--- src/rtl/uart_pkg.sv ---
`default_nettype none
// ============================================================================
//  Module      : uart_pkg
//  Description : Shared definitions for the UART TX arbiter: FSM state
//                encoding, default timeout length and a grant decoder.
//  Revision    : 1.0 - initial release
// ============================================================================
package uart_pkg;

    // Arbiter FSM state encoding
    typedef enum logic [1:0] {
        IDLE = 2'd0,
        GNT0 = 2'd1,
        GNT1 = 2'd2
    } state_t;

    // Default number of idle cycles before a granted requester is dropped
    localparam int C_TIMEOUT_CYCLES = 255;

    // One-hot grant vector for a given state, bit n = requester n
    function automatic logic [1:0] gnt_of(input state_t s);
        gnt_of = {(s == GNT1), (s == GNT0)};
    endfunction

endpackage
`default_nettype wire

--- src/rtl/uart_tx_arbiter.sv ---
`default_nettype none
// ============================================================================
//  Module      : uart_tx_arbiter
//  Description : Two-requester round-robin arbiter in front of a UART TX
//                FIFO. A grant is held for a whole burst (until the byte
//                flagged "last" is accepted). At most one byte is loaded
//                every two cycles so a one-cycle-late full flag is safe.
//                Optional grant timeout enabled by UART_TX_ARB_TIMEOUT_EN.
//  Revision    : 1.0 - initial release
// ============================================================================
module uart_tx_arbiter
    import uart_pkg::*;
#(
    parameter int TIMEOUT_CYCLES = C_TIMEOUT_CYCLES
) (
    input  logic       sys_clk,
    input  logic       rst,
    input  logic       req0,
    input  logic       req1,
    input  logic [7:0] data0,
    input  logic [7:0] data1,
    input  logic       last0,
    input  logic       last1,
    output logic       ack0,
    output logic       ack1,
    input  logic       full,
    output logic       ld_tx_fifo,
    output logic [7:0] fifo_data_in,
    output logic [1:0] gnt,
    output logic       timeout
);

    // A zero-length timeout would revoke every grant on the cycle it starts
    if (TIMEOUT_CYCLES < 1) begin : g_bad_timeout_cycles
        $error("uart_tx_arbiter: TIMEOUT_CYCLES must be at least 1");
    end

    state_t     r_state;
    state_t     w_state_nxt;
    logic       r_last_served;
    logic       w_last_served_nxt;
    logic [1:0] r_gnt;
    logic       r_ld;
    logic [7:0] r_data;
    logic       w_ack0;
    logic       w_ack1;
    logic       w_ack_any;
    logic       w_expire;

    // Accept only from the granted requester, never while the FIFO is full,
    // never on the cycle right after a load, and never during reset.
    assign w_ack0    = (r_state == GNT0) && req0 && !full && !r_ld && !rst;
    assign w_ack1    = (r_state == GNT1) && req1 && !full && !r_ld && !rst;
    assign w_ack_any = w_ack0 || w_ack1;

`ifdef UART_TX_ARB_TIMEOUT_EN
    localparam int CNT_W = (TIMEOUT_CYCLES < 2) ? 1 : $clog2(TIMEOUT_CYCLES + 1);

    logic [CNT_W-1:0] r_cnt;
    logic             w_granted_req;
    logic             r_timeout;

    // Request line of whichever requester currently holds the grant
    assign w_granted_req = ((r_state == GNT0) && req0) || ((r_state == GNT1) && req1);

    // Counter has reached the limit and no byte is being accepted this cycle
    assign w_expire = (r_state != IDLE) && (r_cnt == CNT_W'(TIMEOUT_CYCLES)) && !w_ack_any;

    // Count granted cycles with the owner's request low; restart on any
    // accepted byte or grant change. Stalls on full with request high hold.
    always_ff @(posedge sys_clk) begin
        if (rst) begin
            r_cnt <= '0;
        end else if ((r_state == IDLE) || (w_state_nxt != r_state) || w_ack_any) begin
            r_cnt <= '0;
        end else if (!w_granted_req) begin
            r_cnt <= r_cnt + CNT_W'(1);
        end
    end

    // One-cycle pulse registered on the edge that revokes the grant
    always_ff @(posedge sys_clk) begin
        if (rst) begin
            r_timeout <= 1'b0;
        end else begin
            r_timeout <= w_expire;
        end
    end

    assign timeout = r_timeout;
`else
    assign w_expire = 1'b0;
    assign timeout  = 1'b0;
`endif

    // Next-state and round-robin bookkeeping
    always_comb begin
        w_state_nxt       = r_state;
        w_last_served_nxt = r_last_served;
        case (r_state)
            IDLE: begin
                if (req0 && req1) begin
                    // Tie: the requester that did not finish last wins
                    w_state_nxt = r_last_served ? GNT0 : GNT1;
                end else if (req0) begin
                    w_state_nxt = GNT0;
                end else if (req1) begin
                    w_state_nxt = GNT1;
                end
            end
            GNT0: begin
                if ((w_ack0 && last0) || w_expire) begin
                    w_state_nxt       = IDLE;
                    w_last_served_nxt = 1'b0;
                end
            end
            GNT1: begin
                if ((w_ack1 && last1) || w_expire) begin
                    w_state_nxt       = IDLE;
                    w_last_served_nxt = 1'b1;
                end
            end
            default: begin
                w_state_nxt = IDLE;
            end
        endcase
    end

    // State, round-robin pointer and registered grant
    always_ff @(posedge sys_clk) begin
        if (rst) begin
            r_state       <= IDLE;
            r_last_served <= 1'b1;
            r_gnt         <= 2'b00;
        end else begin
            r_state       <= w_state_nxt;
            r_last_served <= w_last_served_nxt;
            r_gnt         <= gnt_of(w_state_nxt);
        end
    end

    // FIFO load strobe and captured byte; the byte holds between loads
    always_ff @(posedge sys_clk) begin
        if (rst) begin
            r_ld   <= 1'b0;
            r_data <= 8'h00;
        end else begin
            r_ld <= w_ack_any;
            if (w_ack0) begin
                r_data <= data0;
            end else if (w_ack1) begin
                r_data <= data1;
            end
        end
    end

    assign ack0         = w_ack0;
    assign ack1         = w_ack1;
    assign ld_tx_fifo   = r_ld;
    assign fifo_data_in = r_data;
    assign gnt          = r_gnt;

endmodule
`default_nettype wire

--- config.mk ---
export PLATFORM = sky130hd
export DESIGN_NAME = uart_tx_arbiter
export DESIGN_NICKNAME = d
export VERILOG_FILES = /design/src/rtl/uart_pkg.sv /design/src/rtl/uart_tx_arbiter.sv
export SDC_FILE = /design/constraint.sdc
export NUM_CORES = 1
export LEC_CHECK = 0
export CORE_UTILIZATION = 35
export DETAILED_ROUTE_END_ITERATION = 10
export MAX_ROUTING_LAYER = met4
export PLACE_DENSITY = 0.76
export RECOVER_POWER = 100
export SYNTH_ARGS = -nofsm -noshare
export SYNTH_HDL_FRONTEND = slang
export SYNTH_SLANG_ARGS = --single-unit
--- constraint.sdc ---
create_clock -name sys_clk -period 1.8 [get_ports sys_clk]
set_input_delay 0.27 -clock sys_clk [delete_from_list [all_inputs] [get_ports sys_clk]]
set_output_delay 0.27 -clock sys_clk [all_outputs]
set_load 0.02 [all_outputs]
==> metrics.txt, run 1 <==
# TYPE chip_impl_metric gauge
chip_impl_info{name="worst_hold_path_type",value="reg2reg"} 1
chip_impl_metric{name="floorplan.rows",unit=""} 16
chip_impl_metric{name="power_density",unit="nW/um^2"} 751
chip_impl_metric{name="fill_cells",unit=""} 184
chip_impl_info{name="synth_most_common_cell",value="sky130_fd_sc_hd__dfxtp_1"} 1
chip_impl_info{name="worst_setup_path_start_kind",value="input pin"} 1
chip_impl_info{name="synth_area_leaders",value="sky130_fd_sc_hd__dfxtp_1 39%, sky130_fd_sc_hd__mux2i_1 11%, sky130_fd_sc_hd__a211oi_1 8.3%, sky130_fd_sc_hd__ha_1 6.9%, sky130_fd_sc_hd__a221oi_2 4.2%"} 1
chip_impl_metric{name="share_clk_of_total_power",unit=""} 0.255
chip_impl_metric{name="holdBufCountCts",unit=""} 0
chip_impl_info{name="timing.rr.start",value="r_state[0]"} 1
chip_impl_metric{name="ys_seq_area_frac",unit=""} 0.388
chip_impl_metric{name="report.power.total",unit="mW"} 0.882
chip_impl_metric{name="share_seq_of_total_power",unit=""} 0.408
chip_impl_metric{name="finalMaxSlewViolations",unit=""} 0
chip_impl_metric{name="met1Wirelength",unit="um"} 829
chip_impl_info{name="worstHoldEndpoint",value="r_last_served"} 1
chip_impl_metric{name="vias",unit=""} 694
chip_impl_metric{name="rr_worst_depth",unit=""} 6
chip_impl_metric{name="grt_overflow_total",unit=""} 0
chip_impl_metric{name="postSynthNetCount",unit=""} 102
chip_impl_metric{name="grt_antenna_before_repair",unit=""} 0
chip_impl_info{name="clock-root-buffer",value="sky130_fd_sc_hd__clkbuf_4"} 1
chip_impl_metric{name="fin_tns_setup",unit="ps"} 0
chip_impl_info{name="worst_hold_startpoint",value="r_last_served"} 1
chip_impl_metric{name="clk-insertion-delay-late",unit="ps"} 270
chip_impl_metric{name="design.core.area",unit="um^2"} 1940
chip_impl_info{name="worst-setup-path-type",value="in2out"} 1
chip_impl_metric{name="gp_congestion",unit=""} 0.797
chip_impl_metric{name="multi_input_comb_area",unit="um^2"} 392
chip_impl_info{name="r2r_endpoint",value="gnt[0]"} 1
chip_impl_metric{name="drc_errors",unit=""} 0
chip_impl_info{name="cts_tree",value="done"} 1
chip_impl_metric{name="cts.repair_timing.setup_buffer_count",unit=""} 0
chip_impl_metric{name="boundaryPins",unit=""} 37
chip_impl_metric{name="ys_seq_elements",unit=""} 14
chip_impl_metric{name="avgViaCountPerCell",unit=""} 4.75
chip_impl_metric{name="wl_met3",unit="um"} 93
chip_impl_metric{name="numCtsBuffers",unit=""} 3
chip_impl_metric{name="grt_pass1_wl",unit="um"} 2460
chip_impl_metric{name="number_of_enable_flip_flop_cells_after_synthesis",unit=""} 0
chip_impl_metric{name="hold_slack",unit="ps"} 471
chip_impl_metric{name="grt_usage",unit=""} 0.164
chip_impl_metric{name="first_global_vias",unit=""} 597
chip_impl_metric{name="clock_sinks",unit=""} 14
chip_impl_metric{name="share_comb_of_total_power",unit=""} 0.338
chip_impl_info{name="cp-end-kind",value="output port"} 1
chip_impl_metric{name="ys_async_sr_fraction",unit=""} 0
chip_impl_info{name="grt_setup_unrepaired",value="no"} 1
chip_impl_metric{name="finalHoldViolCount",unit=""} 0
chip_impl_metric{name="hpwl",unit="um"} 1260
chip_impl_metric{name="die_area",unit="um^2"} 2250
chip_impl_metric{name="timing.max_cap.violations",unit=""} 0
chip_impl_metric{name="synth_top_area_share",unit=""} 0.388
chip_impl_metric{name="ant_diodes",unit=""} 0
chip_impl_metric{name="static-leakage-power",unit="nW"} 0.553
chip_impl_metric{name="finalNetCount",unit=""} 147
chip_impl_metric{name="p_sw",unit="mW"} 0.250
chip_impl_metric{name="synthesis.yosys.warnings",unit=""} 0
chip_impl_info{name="highest-signal-layer",value="met4"} 1
chip_impl_metric{name="wl_met2",unit="um"} 697
chip_impl_metric{name="cp_data_arrival_time",unit="ps"} 1440
chip_impl_metric{name="area.sequential",unit="um^2"} 280
chip_impl_metric{name="cp.required",unit="ps"} 1530
chip_impl_metric{name="syn_area",unit="um^2"} 723
chip_impl_metric{name="clock-skew-final",unit="ps"} 2.18
chip_impl_metric{name="finalWirelength",unit="um"} 1620
chip_impl_metric{name="areaGrowthSynthToFinish",unit="%"} 62.5
chip_impl_info{name="synth_ff_type",value="sky130_fd_sc_hd__dfxtp_1"} 1
chip_impl_metric{name="postRouteAntennaNets",unit=""} 0
chip_impl_metric{name="final_layout_size_suffix_gt1_frac",unit=""} 0.126
chip_impl_metric{name="critical_path_maximum_fanout",unit=""} 3
chip_impl_info{name="leading_post_synthesis_cells_by_instance_count",value="14 x sky130_fd_sc_hd__dfxtp_1, 8 x sky130_fd_sc_hd__a211oi_1, 8 x sky130_fd_sc_hd__mux2i_1, 8 x sky130_fd_sc_hd__nor2_1, 4 x sky130_fd_sc_hd__ha_1"} 1
chip_impl_metric{name="synth.avg_cell_area",unit="um^2"} 9.64
chip_impl_metric{name="cts-htree-levels",unit=""} 1
chip_impl_metric{name="dieHeight",unit="um"} 47.5
chip_impl_info{name="run_status",value="finished, final reports clean"} 1
chip_impl_metric{name="fmax",unit="GHz"} 0.583
chip_impl_metric{name="die_w",unit="um"} 47.5
chip_impl_metric{name="port_buffers",unit=""} 35
chip_impl_metric{name="netlist-cell-type-count",unit=""} 25
chip_impl_info{name="synth_largest_area_cell",value="sky130_fd_sc_hd__dfxtp_1"} 1
chip_impl_metric{name="hold-path-cell-count",unit=""} 1
chip_impl_metric{name="instances_no_fill",unit=""} 146
chip_impl_metric{name="grt_start_max_net_pins",unit=""} 18
chip_impl_metric{name="swShare",unit=""} 0.283
chip_impl_metric{name="fin_util",unit=""} 0.605
chip_impl_metric{name="cts.clk_slew.worst_paths",unit="ps"} 90
chip_impl_metric{name="detailedRoute.firstIterationViolations",unit=""} 11
chip_impl_metric{name="ir_worst_vdd",unit="mV"} 0.478
chip_impl_metric{name="setup_violations",unit=""} 0
chip_impl_metric{name="min_period_over_period",unit=""} 0.952
chip_impl_metric{name="postSynthCellCount",unit=""} 75
chip_impl_metric{name="max-clock-path-buffers",unit=""} 2
chip_impl_metric{name="wl_per_cell",unit="um"} 11.1
chip_impl_metric{name="time_the_worst_path_needs_with_i_o_delays_and_setup",unit="ps"} 1710
chip_impl_metric{name="internal_power_consumption",unit="mW"} 0.632
chip_impl_metric{name="initial_util",unit=""} 0.372
chip_impl_metric{name="worst_reg2reg_setup_slack",unit="ps"} 150
chip_impl_metric{name="post-place-cells",unit=""} 142
chip_impl_metric{name="detailedRoute.firstPassIterationCount",unit=""} 3
-- worst max-delay path by stage --
stage	start	to	slack (ps)	cells after the start
global route	full	ack0	20	5
finish	full	ack0	90	5
detailed placement	full	ack1	-220	5
CTS	full	ack0	40	5
floorplan	r_state[0]	gnt[0]	260	6
global placement	full	ack0	-220	5
-- routing by layer --
| metal | vias up | track usage |
|---|---|---|
| met4 | 0 | 0.0743 |
| li1 | 353 | - |
| met5 | - | - |
| met2 | 26 | 0.233 |
| met1 | 313 | 0.219 |
| met3 | 2 | 0.0377 |
-- cells by family (layout without fill, tap and decap cells) --
logic type	Yosys count	in the layout	share of synthesized area
and+or+nand+nor	24	24	0.187
muxes	8	8	0.111
other	1	1	0.00519
AOI/OAI and AO/OA	15	15	0.187
DFF	14	14	0.388
adders and majority gates	4	4	0.0692
buffers and inverters	9	53	0.0536
-- repair_timing --
| action | in CTS | in global routing |
|---|---|---|
| endpoints found under the setup margin | 2 | 2 |
| hold endpoints to repair | 0 | 0 |
| gates resized for setup | 2 | 2 |
| pin swaps | 0 | 0 |
| gates cloned | 0 | 0 |
-- stage by stage --
stage          setup WS, ps  cell area [um^2]
6_report               85.9              1170
5_1_grt                20.1              1170
4_1_cts                42.7              1190
3_5_place_dp           -218              1150
3_3_place_gp           -222              1150
2_1_floorplan           265               723
-- power groups by stage --
stage	sequential [mW]	combinational [mW]	clock, mW
after global placement	0.368	0.310	0
final	0.360	0.298	0.225
after floorplan	0.396	0.132	0
after detailed placement	0.369	0.315	0
after global routing	0.364	0.327	0.246
after CTS	0.361	0.317	0.234
-- cell usage in the layout (no fill, tap or decap) --
cell                               n
sky130_fd_sc_hd__clkbuf_1          1
sky130_fd_sc_hd__a221oi_1          2
sky130_fd_sc_hd__dfxtp_1          14
sky130_fd_sc_hd__mux2i_1           8
sky130_fd_sc_hd__a31oi_2           1
sky130_fd_sc_hd__clkbuf_8          1
sky130_fd_sc_hd__clkinv_1          1
sky130_fd_sc_hd__and3b_1           1
sky130_fd_sc_hd__nand2_1           3
sky130_fd_sc_hd__a211oi_1          8
sky130_fd_sc_hd__o21bai_1          1
sky130_fd_sc_hd__dlygate4sd3_1    11
sky130_fd_sc_hd__ha_1              4
sky130_fd_sc_hd__a211o_1           1
sky130_fd_sc_hd__nor4b_1           2
sky130_fd_sc_hd__nand3_1           3
sky130_fd_sc_hd__and2_1            2
sky130_fd_sc_hd__clkbuf_4          3
sky130_fd_sc_hd__a21boi_0          1
sky130_fd_sc_hd__a31o_1            1
sky130_fd_sc_hd__conb_1            1
sky130_fd_sc_hd__or3b_1            1
sky130_fd_sc_hd__inv_2             1
sky130_fd_sc_hd__clkdlybuf4s50_1  22
sky130_fd_sc_hd__nor3_4            1
sky130_fd_sc_hd__buf_4             8
sky130_fd_sc_hd__nor3_1            3
sky130_fd_sc_hd__inv_1             3
sky130_fd_sc_hd__nor2_1            8
sky130_fd_sc_hd__clkdlybuf4s15_1   2
-- cell type report --
| cell class | instances | share of cell area |
|---|---|---|
| Tap cell | 27 | 0.0288 |
| Sequential cell | 14 | 0.239 |
| Inverter | 5 | 0.0160 |
| Clock buffer | 4 | 0.0309 |
| Multi-Input combinational cell | 52 | 0.333 |
| Timing Repair Buffer | 44 | 0.353 |
-- critical path: stages --
cell and delay (ps):
sky130_fd_sc_hd__clkdlybuf4s50_1 440, sky130_fd_sc_hd__nor3_4 220, sky130_fd_sc_hd__nand3_1 150, sky130_fd_sc_hd__inv_2 70, sky130_fd_sc_hd__clkdlybuf4s15_1 290
-- sequential cells by signal (all words and copies together) (netlist names) --
signal         cells
gnt                2
ld_tx_fifo         1
r_state            2
fifo_data_in       8
r_last_served      1
Power figures use the tool's default switching activity.
==> run 2: changes to the inputs <==
Settings changed: SKIP_CTS_REPAIR_TIMING from default to 1, SLEW_MARGIN from default to 5.
==> run 2 against run 1 <==
First-iteration DRC count shrank 27%. Sequential cell count is the same. Total power is essentially flat. Non-clock buffer count is the same. Setup slack gained 30 ps. Clock-buffer cell count is the same. Sequential power is essentially flat. Global-route usage is the same. Sequential share of layout area grew 0.18 points. Critical path type is now in2reg. Largest power group unchanged.
==> metrics.txt, run 2 (same netlist as run 1, synthesis figures left out) <==
# TYPE chip_impl_metric gauge
chip_impl_metric{name="static-leakage-power",unit="nW"} 0.555
chip_impl_metric{name="hpwl",unit="um"} 1260
chip_impl_metric{name="drc_errors",unit=""} 0
chip_impl_info{name="worst-setup-path-type",value="in2reg"} 1
chip_impl_metric{name="finalWirelength",unit="um"} 1630
chip_impl_metric{name="power_density",unit="nW/um^2"} 757
chip_impl_info{name="grt_setup_unrepaired",value="no"} 1
chip_impl_info{name="layout_common_cells",value="22 x sky130_fd_sc_hd__clkdlybuf4s50_1, 14 x sky130_fd_sc_hd__dfxtp_1, 11 x sky130_fd_sc_hd__dlygate4sd3_1, 9 x sky130_fd_sc_hd__buf_4"} 1
chip_impl_metric{name="cts.clk_slew.worst_paths",unit="ps"} 90
chip_impl_metric{name="finalHoldViolCount",unit=""} 0
chip_impl_metric{name="area.sequential",unit="um^2"} 280
chip_impl_info{name="cts_tree",value="done"} 1
chip_impl_info{name="worst_hold_path_type",value="reg2reg"} 1
chip_impl_metric{name="floorplan.rows",unit=""} 16
chip_impl_metric{name="time_the_worst_path_needs_with_i_o_delays_and_setup",unit="ps"} 1680
chip_impl_metric{name="ant_diodes",unit=""} 0
chip_impl_metric{name="clock-skew-final",unit="ps"} 2.21
chip_impl_metric{name="grt_usage",unit=""} 0.164
chip_impl_info{name="clock-root-buffer",value="sky130_fd_sc_hd__clkbuf_4"} 1
chip_impl_metric{name="wl_per_cell",unit="um"} 11.1
chip_impl_metric{name="multi_input_comb_area",unit="um^2"} 392
chip_impl_metric{name="cts-htree-levels",unit=""} 1
chip_impl_metric{name="ir_worst_vdd",unit="mV"} 0.475
chip_impl_metric{name="avgViaCountPerCell",unit=""} 4.77
chip_impl_metric{name="detailedRoute.firstIterationViolations",unit=""} 8
chip_impl_metric{name="final_design_area_no_fill",unit="um^2"} 1170
chip_impl_metric{name="max-clock-path-buffers",unit=""} 2
chip_impl_metric{name="design.core.area",unit="um^2"} 1940
chip_impl_metric{name="numCtsBuffers",unit=""} 3
chip_impl_metric{name="die_area",unit="um^2"} 2250
chip_impl_metric{name="critical_path_maximum_fanout",unit=""} 4
chip_impl_metric{name="fill_cells",unit=""} 185
chip_impl_metric{name="detailed_place.area",unit="um^2"} 1150
chip_impl_info{name="critPathSlowestCell",value="sky130_fd_sc_hd__clkdlybuf4s50_1"} 1
chip_impl_metric{name="groute.layer.met2.usage",unit=""} 0.233
chip_impl_metric{name="timing.max_cap.violations",unit=""} 0
chip_impl_metric{name="fmax",unit="GHz"} 0.594
chip_impl_metric{name="postRouteAntennaNets",unit=""} 0
chip_impl_metric{name="first_global_vias",unit=""} 597
chip_impl_metric{name="min_period_over_period",unit=""} 0.936
chip_impl_metric{name="vias",unit=""} 696
chip_impl_metric{name="clock_sinks",unit=""} 14
chip_impl_metric{name="cp.required",unit="ps"} 1970
chip_impl_metric{name="boundaryPins",unit=""} 37
chip_impl_metric{name="grt_pass1_wl",unit="um"} 2460
chip_impl_info{name="grt_busiest_layer",value="met2"} 1
chip_impl_metric{name="grt_start_max_net_pins",unit=""} 18
chip_impl_metric{name="grt_overflow_total",unit=""} 0
chip_impl_metric{name="initial_util",unit=""} 0.372
chip_impl_metric{name="port_buffers",unit=""} 35
chip_impl_metric{name="globalRouteMet3Util",unit=""} 0.0377
chip_impl_info{name="run_status",value="finished, final reports clean"} 1
chip_impl_metric{name="report.power.total",unit="mW"} 0.883
chip_impl_metric{name="cp_data_arrival_time",unit="ps"} 1850
chip_impl_metric{name="areaGrowthSynthToFinish",unit="%"} 61.2
chip_impl_info{name="layout_commonest_cell",value="sky130_fd_sc_hd__clkdlybuf4s50_1"} 1
chip_impl_metric{name="finalMaxSlewViolations",unit=""} 0
chip_impl_metric{name="grt_antenna_before_repair",unit=""} 0
chip_impl_info{name="cp-end-kind",value="flip-flop"} 1
chip_impl_metric{name="die_w",unit="um"} 47.5
chip_impl_info{name="worst_setup_path_start_kind",value="input pin"} 1
chip_impl_metric{name="dieHeight",unit="um"} 47.5
chip_impl_metric{name="final_layout_size_suffix_gt1_frac",unit=""} 0.143
chip_impl_metric{name="gp_congestion",unit=""} 0.797
chip_impl_metric{name="detailedRoute.firstPassIterationCount",unit=""} 4
chip_impl_metric{name="finalNetCount",unit=""} 147
chip_impl_info{name="timing.critical_path.cells",value="clkdlybuf4s50_1, nor3_4, buf_4, a31oi_2, or3b_1, a211o_1"} 1
chip_impl_metric{name="clk-insertion-delay-late",unit="ps"} 270
chip_impl_metric{name="max_ffs_per_register",unit=""} 8
chip_impl_metric{name="grt_util_met1",unit=""} 0.219
chip_impl_metric{name="setup_violations",unit=""} 0
chip_impl_metric{name="critPathMaxStageDelay",unit="ps"} 440
## run 2: cell types whose count changed in the layout (fill, tap and decap cells not counted)
cell                              previous run  this run
sky130_fd_sc_hd__clkinv_1                    1         0
sky130_fd_sc_hd__buf_4                       8         9
sky130_fd_sc_hd__inv_2                       1         2
sky130_fd_sc_hd__clkbuf_1                    1         2
sky130_fd_sc_hd__clkdlybuf4s15_1             2         0
## run 2: per-layer routing
layer / part of all wire / vias up
li1: - / 353
met1: 0.51 / 311
met2: 0.43 / 30
met3: 0.063 / 2
met4: 0.0018 / 0
met5: 0 / -
## run 2: area by class of cell
| type | instances | share of cell area |
|---|---|---|
| tap | 27 | 0.0290 |
| multi-input combinational | 52 | 0.336 |
| timing repair buffer | 44 | 0.348 |
| inverter | 5 | 0.0161 |
| clock buffer | 4 | 0.0311 |
| sequential | 14 | 0.240 |
## run 2: worst paths after layout
kind,startpoint,to,slack (ps),cells past startpoint
max,full,r_last_served,120,6
min,r_last_served,r_last_served,470,1
max reg2reg,r_state[0],gnt[0],160,6
min reg2reg,r_last_served,r_last_served,470,1
## run 2: stage by stage
step                setup TNS [ps]  std cells  hold WS (ps)  worst slack (ps)  utilization
finish                           0        146           471               116        0.601
detailed placement            -978        142           456              -218        0.595
global route                     0        146           509              30.5        0.601
CTS                           -452        146           477              -230        0.613
floorplan                        0         75           347               265            -
global placement              -909        142           454              -222        0.595
## run 2: critical path, delay by kind of cell
family                 cells  cell delay [ps]
buffers and inverters      2              590
AOI/OAI and AO/OA          2              410
and+or+nand+nor            2              590
## run 2: report_power, final
| group | leakage, nW | switching [mW] | internal, mW |
|---|---|---|---|
| Combinational | 0.420 | 0.132 | 0.166 |
| Sequential | 0.114 | 0.0159 | 0.344 |
| Clock | 0.0210 | 0.102 | 0.123 |
| Total | 0.555 | 0.250 | 0.632 |
==> run 3: changes to the inputs <==
Settings changed: SETUP_SLACK_MARGIN from default to 0.2.
==> run 3 against run 2 <==
Core utilization increased by 1.3 points. Clock-buffer cell count unchanged. Final area increased by 2.1%. Global-route usage unchanged. Non-clock buffer count unchanged. Via count decreased by 0.14%.
==> metrics.txt, run 3 (same netlist as run 1, synthesis figures left out) <==
# TYPE chip_impl_metric gauge
chip_impl_info{name="run_status",value="finished, final reports clean"} 1
chip_impl_metric{name="max_ffs_per_register",unit=""} 8
chip_impl_info{name="worst_hold_path_type",value="reg2reg"} 1
chip_impl_metric{name="report.power.total",unit="mW"} 0.896
chip_impl_metric{name="clock-skew-final",unit="ps"} 2.94
chip_impl_info{name="r2r_endpoint",value="gnt[0]"} 1
chip_impl_metric{name="critPathMaxStageDelay",unit="ps"} 690
chip_impl_metric{name="drc_errors",unit=""} 0
chip_impl_metric{name="rr_worst_depth",unit=""} 6
chip_impl_metric{name="avgViaCountPerCell",unit=""} 4.76
chip_impl_info{name="clock-root-buffer",value="sky130_fd_sc_hd__clkbuf_4"} 1
chip_impl_metric{name="cp_data_arrival_time",unit="ps"} 1340
chip_impl_metric{name="min_period_over_period",unit=""} 0.893
chip_impl_metric{name="static-leakage-power",unit="nW"} 0.579
chip_impl_metric{name="die_area",unit="um^2"} 2250
chip_impl_info{name="cp-end-kind",value="output port"} 1
chip_impl_metric{name="numCtsBuffers",unit=""} 3
chip_impl_metric{name="finalMaxSlewViolations",unit=""} 0
chip_impl_metric{name="bufs_and_invs_on_worst_path",unit=""} 1
chip_impl_metric{name="finalWirelength",unit="um"} 1660
chip_impl_metric{name="clk-insertion-delay-late",unit="ps"} 270
chip_impl_info{name="critPathSlowestCell",value="sky130_fd_sc_hd__dlygate4sd3_1"} 1
chip_impl_metric{name="vias",unit=""} 695
chip_impl_metric{name="finalHoldViolCount",unit=""} 0
chip_impl_metric{name="cts.clk_slew.worst_paths",unit="ps"} 90
chip_impl_metric{name="finalNetCount",unit=""} 147
chip_impl_info{name="timing.rr.start",value="r_state[0]"} 1
chip_impl_metric{name="fmax",unit="GHz"} 0.622
chip_impl_metric{name="detailedRoute.firstIterationViolations",unit=""} 7
chip_impl_metric{name="gp_congestion",unit=""} 0.797
chip_impl_metric{name="final_layout_size_suffix_gt1_frac",unit=""} 0.160
chip_impl_metric{name="die_w",unit="um"} 47.5
chip_impl_metric{name="hold-path-cell-count",unit=""} 1
chip_impl_metric{name="areaGrowthSynthToFinish",unit="%"} 64.7
chip_impl_metric{name="post-place-cells",unit=""} 142
chip_impl_metric{name="grt_start_max_net_pins",unit=""} 18
chip_impl_info{name="timing.critical_path.cells",value="dlygate4sd3_1"} 1
chip_impl_metric{name="power_density",unit="nW/um^2"} 753
chip_impl_info{name="worstHoldEndpoint",value="r_last_served"} 1
chip_impl_info{name="worst-setup-path-type",value="reg2out"} 1
chip_impl_info{name="worst_setup_path_start_kind",value="flip-flop"} 1
chip_impl_metric{name="initial_util",unit=""} 0.372
chip_impl_metric{name="max-clock-path-buffers",unit=""} 2
chip_impl_info{name="cts_tree",value="done"} 1
chip_impl_metric{name="grt_antenna_before_repair",unit=""} 0
chip_impl_info{name="cpLargestDelayFamily",value="buffers and inverters"} 1
chip_impl_info{name="grt_setup_unrepaired",value="yes"} 1
chip_impl_metric{name="cp.required",unit="ps"} 1530
chip_impl_info{name="worst_hold_startpoint",value="r_last_served"} 1
chip_impl_metric{name="dieHeight",unit="um"} 47.5
chip_impl_metric{name="ir_worst_vdd",unit="mV"} 0.478
chip_impl_metric{name="grt_pass1_wl",unit="um"} 2460
chip_impl_metric{name="critical_path_maximum_fanout",unit=""} 2
chip_impl_info{name="layout_commonest_cell",value="sky130_fd_sc_hd__clkdlybuf4s50_1"} 1
chip_impl_metric{name="detailedRoute.firstPassIterationCount",unit=""} 3
chip_impl_metric{name="wl_per_cell",unit="um"} 11.4
chip_impl_metric{name="instances_no_fill",unit=""} 146
chip_impl_metric{name="boundaryPins",unit=""} 37
chip_impl_metric{name="floorplan.rows",unit=""} 16
chip_impl_info{name="layout_common_cells",value="20 x sky130_fd_sc_hd__clkdlybuf4s50_1, 13 x sky130_fd_sc_hd__dfxtp_1, 11 x sky130_fd_sc_hd__dlygate4sd3_1"} 1
chip_impl_metric{name="first_global_vias",unit=""} 597
chip_impl_metric{name="design.core.area",unit="um^2"} 1940
chip_impl_metric{name="timing.max_cap.violations",unit=""} 0
chip_impl_metric{name="port_buffers",unit=""} 35
chip_impl_metric{name="grt_usage",unit=""} 0.164
chip_impl_metric{name="postRouteAntennaNets",unit=""} 0
chip_impl_metric{name="hpwl",unit="um"} 1260
chip_impl_metric{name="clock_sinks",unit=""} 14
chip_impl_metric{name="cts-htree-levels",unit=""} 1
chip_impl_metric{name="grt_overflow_total",unit=""} 0
chip_impl_metric{name="time_the_worst_path_needs_with_i_o_delays_and_setup",unit="ps"} 1610
chip_impl_metric{name="fin_tns_setup",unit="ps"} 0
chip_impl_metric{name="worst_reg2reg_setup_slack",unit="ps"} 240
chip_impl_metric{name="setup_violations",unit=""} 0
chip_impl_metric{name="ant_diodes",unit=""} 0
==> run 3: layer usage <==
metal  GRT usage  share of wire  up-vias  wire, um
met2       0.233           0.44       26       731
met4      0.0743         0.0018        0         3
met5           -              0        -         0
met3      0.0377          0.057        2        95
li1            -              -      354         -
met1       0.219           0.50      313       834
==> run 3: final cells by class <==
class	count	area, um^2
Fill cell	184	751
Timing Repair Buffer	44	414
Multi-Input combinational cell	52	407
Sequential cell	14	282
Clock buffer	4	36.3
Tap cell	27	33.8
Inverter	5	18.8
==> run 3: metrics by stage <==
stage / instance area (um^2) / hold slack [ps] / utilization / setup slack [ps]
2_1_floorplan: 723 / 347 / - / 265
3_3_place_gp: 1150 / 454 / 0.595 / -222
3_5_place_dp: 1150 / 456 / 0.595 / -218
4_1_cts: 1190 / 477 / 0.613 / -230
5_1_grt: 1190 / 489 / 0.613 / 120
6_report: 1190 / 468 / 0.613 / 193
==> run 3: worst max-delay path by stage <==
| stage | from | end | cells after the start |
|---|---|---|---|
| 2_1_floorplan | r_state[0] | gnt[0] | 6 |
| 3_3_place_gp | full | ack0 | 5 |
| 3_5_place_dp | full | ack1 | 5 |
| 4_1_cts | full | ack0 | 5 |
| 5_1_grt | r_state[0] | gnt[0] | 6 |
| 6_report | ld_tx_fifo | ld_tx_fifo | 1 |
==> run 3: where the power goes <==
group          switching, mW  leakage [nW]  internal [mW]
sequential            0.0157         0.114          0.345
combinational          0.140         0.444          0.171
clock                  0.102        0.0210          0.123
total                  0.258         0.579          0.638
